`src/rtl/ssd_mux_driver.sv`:
```
// ---------------------------------------------------------------------------
// ssd_mux_driver
//   Drives a 2-digit PmodSSD from one byte. The two digits are time-multiplexed
//   (right digit = low nibble, left digit = high nibble), with a blanking dead
//   time around every digit switch to suppress ghosting. The input byte is
//   sampled once per frame, on the edge entering the low-digit ON phase, so both
//   digits always show the same value.
//
// Parameters
//   DIGIT_TICKS : clk cycles each digit is lit (>= 1)
//   DEAD_TICKS  : clk cycles segments are blanked around each switch (>= 1)
//
// Ports
//   clk        : system clock
//   rst_n      : asynchronous active-low reset
//   value      : byte to display (may change on any cycle)
//   seg        : {g,f,e,d,c,b,a}, active-high, registered
//   digit_sel  : 0 = right (low nibble), 1 = left (high nibble), registered
//   frame_tick : 1-cycle pulse on the first LO_ON cycle (sample cycle), registered
//
// Configuration macro
//   SSD_BLANK_LEADING_ZERO_EN : when defined, the left digit is dark whenever
//                               the high nibble is zero.
// ---------------------------------------------------------------------------
module ssd_mux_driver #(
  parameter int DIGIT_TICKS = 100_000,
  parameter int DEAD_TICKS  = 1_000
) (
  input  logic       clk,
  input  logic       rst_n,
  input  logic [7:0] value,
  output logic [6:0] seg,
  output logic       digit_sel,
  output logic       frame_tick
);

  localparam int MAX_TICKS = (DIGIT_TICKS > DEAD_TICKS) ? DIGIT_TICKS : DEAD_TICKS;
  localparam int CNT_W     = (MAX_TICKS > 1) ? $clog2(MAX_TICKS) : 1;
  localparam logic [CNT_W-1:0] DIGIT_LAST = CNT_W'(DIGIT_TICKS - 1);
  localparam logic [CNT_W-1:0] DEAD_LAST  = CNT_W'(DEAD_TICKS - 1);

  typedef enum logic [1:0] {
    DEAD_TO_LO = 2'd0,
    LO_ON      = 2'd1,
    DEAD_TO_HI = 2'd2,
    HI_ON      = 2'd3
  } state_e;

  state_e           state_q, state_d;
  logic [CNT_W-1:0] cnt_q, cnt_d;
  logic [7:0]       shadow_q, shadow_d;
  logic [6:0]       seg_q, seg_d;
  logic             sel_q, sel_d;
  logic             tick_q, tick_d;
  logic             last;

  function automatic logic [6:0] hex_dec(input logic [3:0] n);
    logic [6:0] s;
    case (n)
      4'h0: s = 7'h3F;
      4'h1: s = 7'h06;
      4'h2: s = 7'h5B;
      4'h3: s = 7'h4F;
      4'h4: s = 7'h66;
      4'h5: s = 7'h6D;
      4'h6: s = 7'h7D;
      4'h7: s = 7'h07;
      4'h8: s = 7'h7F;
      4'h9: s = 7'h6F;
      4'hA: s = 7'h77;
      4'hB: s = 7'h7C;
      4'hC: s = 7'h39;
      4'hD: s = 7'h5E;
      4'hE: s = 7'h79;
      default: s = 7'h71;
    endcase
    return s;
  endfunction

  always_ff @(posedge clk or negedge rst_n) begin
    if (!rst_n) begin
      state_q  <= DEAD_TO_LO;
      cnt_q    <= '0;
      shadow_q <= '0;
      seg_q    <= '0;
      sel_q    <= 1'b0;
      tick_q   <= 1'b0;
    end else begin
      state_q  <= state_d;
      cnt_q    <= cnt_d;
      shadow_q <= shadow_d;
      seg_q    <= seg_d;
      sel_q    <= sel_d;
      tick_q   <= tick_d;
    end
  end

  always_comb begin
    state_d  = state_q;
    cnt_d    = cnt_q + CNT_W'(1);
    shadow_d = shadow_q;
    tick_d   = 1'b0;
    seg_d    = '0;
    sel_d    = 1'b0;

    last = ((state_q == LO_ON) || (state_q == HI_ON)) ? (cnt_q == DIGIT_LAST)
                                                       : (cnt_q == DEAD_LAST);

    if (last) begin
      cnt_d = '0;
      case (state_q)
        DEAD_TO_LO: state_d = LO_ON;
        LO_ON:      state_d = DEAD_TO_HI;
        DEAD_TO_HI: state_d = HI_ON;
        default:    state_d = DEAD_TO_LO;
      endcase
    end

    // Sample on the edge entering LO_ON; the registered outputs below are
    // decoded from shadow_d so the first lit cycle already shows the new byte.
    if (last && (state_q == DEAD_TO_LO)) begin
      shadow_d = value;
      tick_d   = 1'b1;
    end

    // Outputs are derived from the next state so they change exactly on the
    // state-entry edge: digit_sel only moves when entering a dead state.
    case (state_d)
      LO_ON: begin
        seg_d = hex_dec(shadow_d[3:0]);
      end
      DEAD_TO_HI: begin
        sel_d = 1'b1;
      end
      HI_ON: begin
        sel_d = 1'b1;
`ifdef SSD_BLANK_LEADING_ZERO_EN
        seg_d = (shadow_d[7:4] == 4'h0) ? 7'h00 : hex_dec(shadow_d[7:4]);
`else
        seg_d = hex_dec(shadow_d[7:4]);
`endif
      end
      default: begin
        seg_d = '0;
      end
    endcase
  end

  assign seg        = seg_q;
  assign digit_sel  = sel_q;
  assign frame_tick = tick_q;

endmodule

```
`config.mk`:
```
export PLATFORM = sky130hd
export DESIGN_NAME = ssd_mux_driver
export DESIGN_NICKNAME = d
export VERILOG_FILES = /design/src/rtl/ssd_mux_driver.sv
export SDC_FILE = /design/constraint.sdc
export NUM_CORES = 1
export LEC_CHECK = 0
export BUFFER_PORTS_ARGS = -buffer_cell sky130_fd_sc_hd__buf_2
export CAP_MARGIN = 20
export CORE_MARGIN = 4
export CORE_UTILIZATION = 40
export DETAILED_ROUTE_END_ITERATION = 8
export GPL_ROUTABILITY_DRIVEN = 0
export GPL_TIMING_DRIVEN = 0
export PLACE_DENSITY = 0.66
export REMOVE_ABC_BUFFERS = 1
export SLEW_MARGIN = 20
export SYNTH_ARGS = -nofsm -noshare
export SYNTH_HDL_FRONTEND = slang
export SYNTH_SLANG_ARGS = --single-unit
```
`constraint.sdc`:
```
create_clock -name clk -period 4.02 [get_ports clk]
set_input_delay 0.201 -clock clk [delete_from_list [all_inputs] [get_ports clk]]
set_output_delay 0.201 -clock clk [all_outputs]
set_load 0.005 [all_outputs]
```
==> metrics list <==
- The flow ran to the end, but the final reports show violations.
* Violations in the final reports: hold timing
- Across all layers, the routed design uses 1773 vias.
* Number of enable-type register cells in the synthesized netlist: 0
* Peak fanout along the critical path: 18
- Height of the chip: 83.5 um
* Overall die area: 0.00697 mm2
* Cts-stage hold buffer count: 0
- Number of nets in the layout: 273
- Worst EP arrival: 3710 ps
- Global-route usage over all layers: 0.144
- The worst setup path is captured at a flop.
* Power density over cell area: 284 mW/mm2
- Final design area excluding fillers: 0.00253 mm2
- Worst hold margin: -16.5 ps
- Setup repair after global routing missed its margin: no
* Routed length per placed instance: 14.4 um
* Cell breakdown of the critical path: or4b_4 > mux2i_4 > and4_1 > mux2_2 > ha_1 > a2111oi_2 > a31oi_1 > o22ai_1
- Of the cells placed in the final design, the portion with a size suffix greater than 1 is 0.161.
- Switching part of the total power: 0.219
- The internal power of the cells totals 0.000562 W.
* Count of max-cap constraint violations: 0
- TritonCTS clock tree: yes
- Summed over all cells, the static leakage comes to 1.15 nW.
* Proportion of power drawn by flip-flops and latches: 0.511
- After detailed routing, the number of vias per cell comes to 5.44.
* Req. time, crit path: 4240 ps
* Die Width: 83.5 um
- Final hold violation count: 23
- CTS built an H-tree with a depth of 2.
* Standard cell with the maximum stage delay on the critical path: sky130_fd_sc_hd__and4_1
* Netlist Area Pre-Place: 0.00228 mm2
- For flop-to-flop paths, the worst setup slack is 530 ps.
- VDD sags by at most 139 uV.
- At the later pin of the worst-skew pair, clock insertion delay measures 290 ps.
* Final Setup Violations: 0
* Buffer cell driving the clock tree root: sky130_fd_sc_hd__clkbuf_8
- Initial Util: 0.414
- Number of top-level design ports: 19
- The via count of the first global-routing pass was 1690.
- From synthesis to final layout, the design area changed by 11.1%.
- After routing, the total negative slack on setup checks comes to 0 ps.
* Core Region: 0.00551 mm2
* DRT antenna net count: 0
* Clk sink count: 36
- Comb power frac: 0.054
* Number of distinct library cells after synthesis: 48
- Leaving out fill and tap cells, the most frequent cell in the layout is sky130_fd_sc_hd__dfrtp_1.
- Max Clock Freq: 286 MHz
- Clock input transition at the sequential cells of the worst setup and hold paths: 70 ps
- At the pin with the least slew margin, the transition time is 894 ps.
- Final max-slew violation count: 0
* Sequential area share after synthesis: 0.395
- Summed over all nets, the switching power comes to 0.000157 W.
- In this run the tightest slew margin relative to its limit is 0.404.
- Summing all placed instances gives a cell area of 0.00243 mm2.
* Global-route congestion overflow total: 0
- The Yosys step of the flow raised 0 warnings.
* Class of the most critical hold timing path: input port to async pin
- Number of port buffers: 18
- Startpoint Class: flop
- The most used flip-flop cell after synthesis is sky130_fd_sc_hd__dfrtp_1.
- WL final: 4680 um
- Maximum number of pins on one net before global-route repair: 37
- Share of flip-flops with an asynchronous set or reset: 1.00
- Once the clock tree was built, the setup fixing pass inserted 0 buffers.
- Leading cell types in the layout, fill and taps excluded: 36 x sky130_fd_sc_hd__dfrtp_1, 22 x sky130_fd_sc_hd__nor2_1, 18 x sky130_fd_sc_hd__buf_2
* CP max stage delay: 830 ps
* Quantity of gates resized following cts: 0
- Wire length of the first global-routing pass: 8290 um
- Maximum number of buffers from clock root to sink: 2
- Share of the clock period used by the worst path: 0.869
* Final period demand of the worst path: 3490 ps
- Total CTS buffers: 5
- In this run, the number of DRC markers left after iteration 0 of detailed routing was 144.
- Of the total power, the clock network draws 0.435.
- Average size of a mapped cell: 9.79 um2
* Dpl hpwl: 3310 um
- The first TritonRoute pass finished after 6 iterations.
- Final antenna diode count: 0
* Post-synthesis instance total: 233
- Flop and latch count out of synthesis: 36
- Post-Route Skew: 6.73 ps
- Cell Rows: 27
- Total DRC errors in the routed layout: 0
- Power consumption: 0.000719 W
* Critical setup path kind: flop to flop
* Initial antenna violation count: 0
- Measured in cells, the most critical reg-to-reg path has a length of 8.
-- per-layer routing --
layer | part of all wire | vias to the layer above | GRT usage | wire [um]
li1 | - | 885 | - | -
met1 | 0.49 | 846 | 0.197 | 2320
met2 | 0.45 | 38 | 0.217 | 2100
met3 | 0.042 | 4 | 0.0346 | 198
met4 | 0.014 | 0 | 0.0614 | 67
met5 | 0 | - | 0 | 0
-- cells by family after synthesis --
kind of cell	after synthesis	synth area share
DFF	36	0.395
adders and majority gates	10	0.0549
buffers and inverters	17	0.0351
muxes	20	0.104
xor gates and xnor gates	15	0.0576
and+or+nand+nor	92	0.225
AOI/OAI and AO/OA	43	0.129
-- power by group through the flow --
stage,registers (W),logic (W),clock network [W]
3_5_place_dp,0.000374,0.0000392,0
5_1_grt,0.000367,0.0000451,0.000336
6_report,0.000367,0.0000392,0.000313
4_1_cts,0.000367,0.0000396,0.000322
2_1_floorplan,0.000373,0.0000198,0
3_3_place_gp,0.000374,0.0000388,0
-- worst paths after layout --
| kind | start | end |
|---|---|---|
| min reg2reg | cnt_q[14] | cnt_q[14] |
| max reg2reg | state_q[0] | seg[3] |
| max in group asynchronous | rst_n | shadow_q[0] |
| min | rst_n | cnt_q[0] |
| min in group clk | value[0] | shadow_q[0] |
| max | state_q[0] | seg[3] |
-- critical path: cells and delay by family (launching register included) --
family	cells	cell delay, ps
compound gates	3	570
simple gates	2	1400
flops	1	460
mux	2	660
fa+ha+maj	1	310
-- cells in the mapped netlist, types with 2 or more instances --
cell type / count / share of area
sky130_fd_sc_hd__nor3b_1: 3 / 0.0099
sky130_fd_sc_hd__nand3_1: 13 / 0.029
sky130_fd_sc_hd__nand2b_1: 2 / 0.0055
sky130_fd_sc_hd__a21o_1: 2 / 0.0066
sky130_fd_sc_hd__mux2_4: 3 / 0.020
sky130_fd_sc_hd__o32ai_1: 2 / 0.0077
sky130_fd_sc_hd__and3_1: 5 / 0.014
sky130_fd_sc_hd__a21oi_1: 8 / 0.018
sky130_fd_sc_hd__o211ai_1: 2 / 0.0066
sky130_fd_sc_hd__mux2_2: 4 / 0.020
sky130_fd_sc_hd__ha_1: 10 / 0.055
sky130_fd_sc_hd__buf_6: 2 / 0.0099
sky130_fd_sc_hd__inv_1: 10 / 0.016
sky130_fd_sc_hd__nor3_1: 3 / 0.0066
sky130_fd_sc_hd__nand4_1: 3 / 0.0082
sky130_fd_sc_hd__nand4b_1: 3 / 0.012
sky130_fd_sc_hd__or3_1: 4 / 0.011
sky130_fd_sc_hd__nor4b_1: 5 / 0.019
sky130_fd_sc_hd__nand2_1: 17 / 0.028
sky130_fd_sc_hd__xor2_1: 9 / 0.035
sky130_fd_sc_hd__mux2i_1: 11 / 0.048
sky130_fd_sc_hd__nor2b_1: 7 / 0.019
sky130_fd_sc_hd__nor2_1: 22 / 0.036
sky130_fd_sc_hd__and4_1: 2 / 0.0077
sky130_fd_sc_hd__inv_2: 2 / 0.0033
sky130_fd_sc_hd__a31oi_1: 5 / 0.014
sky130_fd_sc_hd__o21ai_0: 12 / 0.026
sky130_fd_sc_hd__dfrtp_1: 36 / 0.39
sky130_fd_sc_hd__a211oi_1: 2 / 0.0066
sky130_fd_sc_hd__xnor2_1: 6 / 0.023
-- area by class of cell --
| class | count | area [um2] |
|---|---|---|
| Multi-Input combinational cell | 180 | 1300 |
| Timing Repair Buffer | 18 | 90.1 |
| Sequential cell | 36 | 901 |
| Tap cell | 72 | 90.1 |
| Clock buffer | 6 | 72.6 |
| Fill cell | 534 | 2970 |
| Inverter | 12 | 45.0 |
| Clock inverter | 2 | 35.0 |
-- registers in the layout, summed over array words and instances (netlist names) --
signal      count
cnt_q          17
shadow_q        8
seg             7
state_q         2
digit_sel       1
frame_tick      1
-- stage by stage --
stage	setup WS, ps	util	cells
3_3_place_gp	554	0.441	318
3_5_place_dp	546	0.441	318
6_report	525	0.460	326
4_1_cts	530	0.460	326
5_1_grt	345	0.460	326
2_1_floorplan	924	-	228
Note: power is estimated with default switching activity, not from simulation.
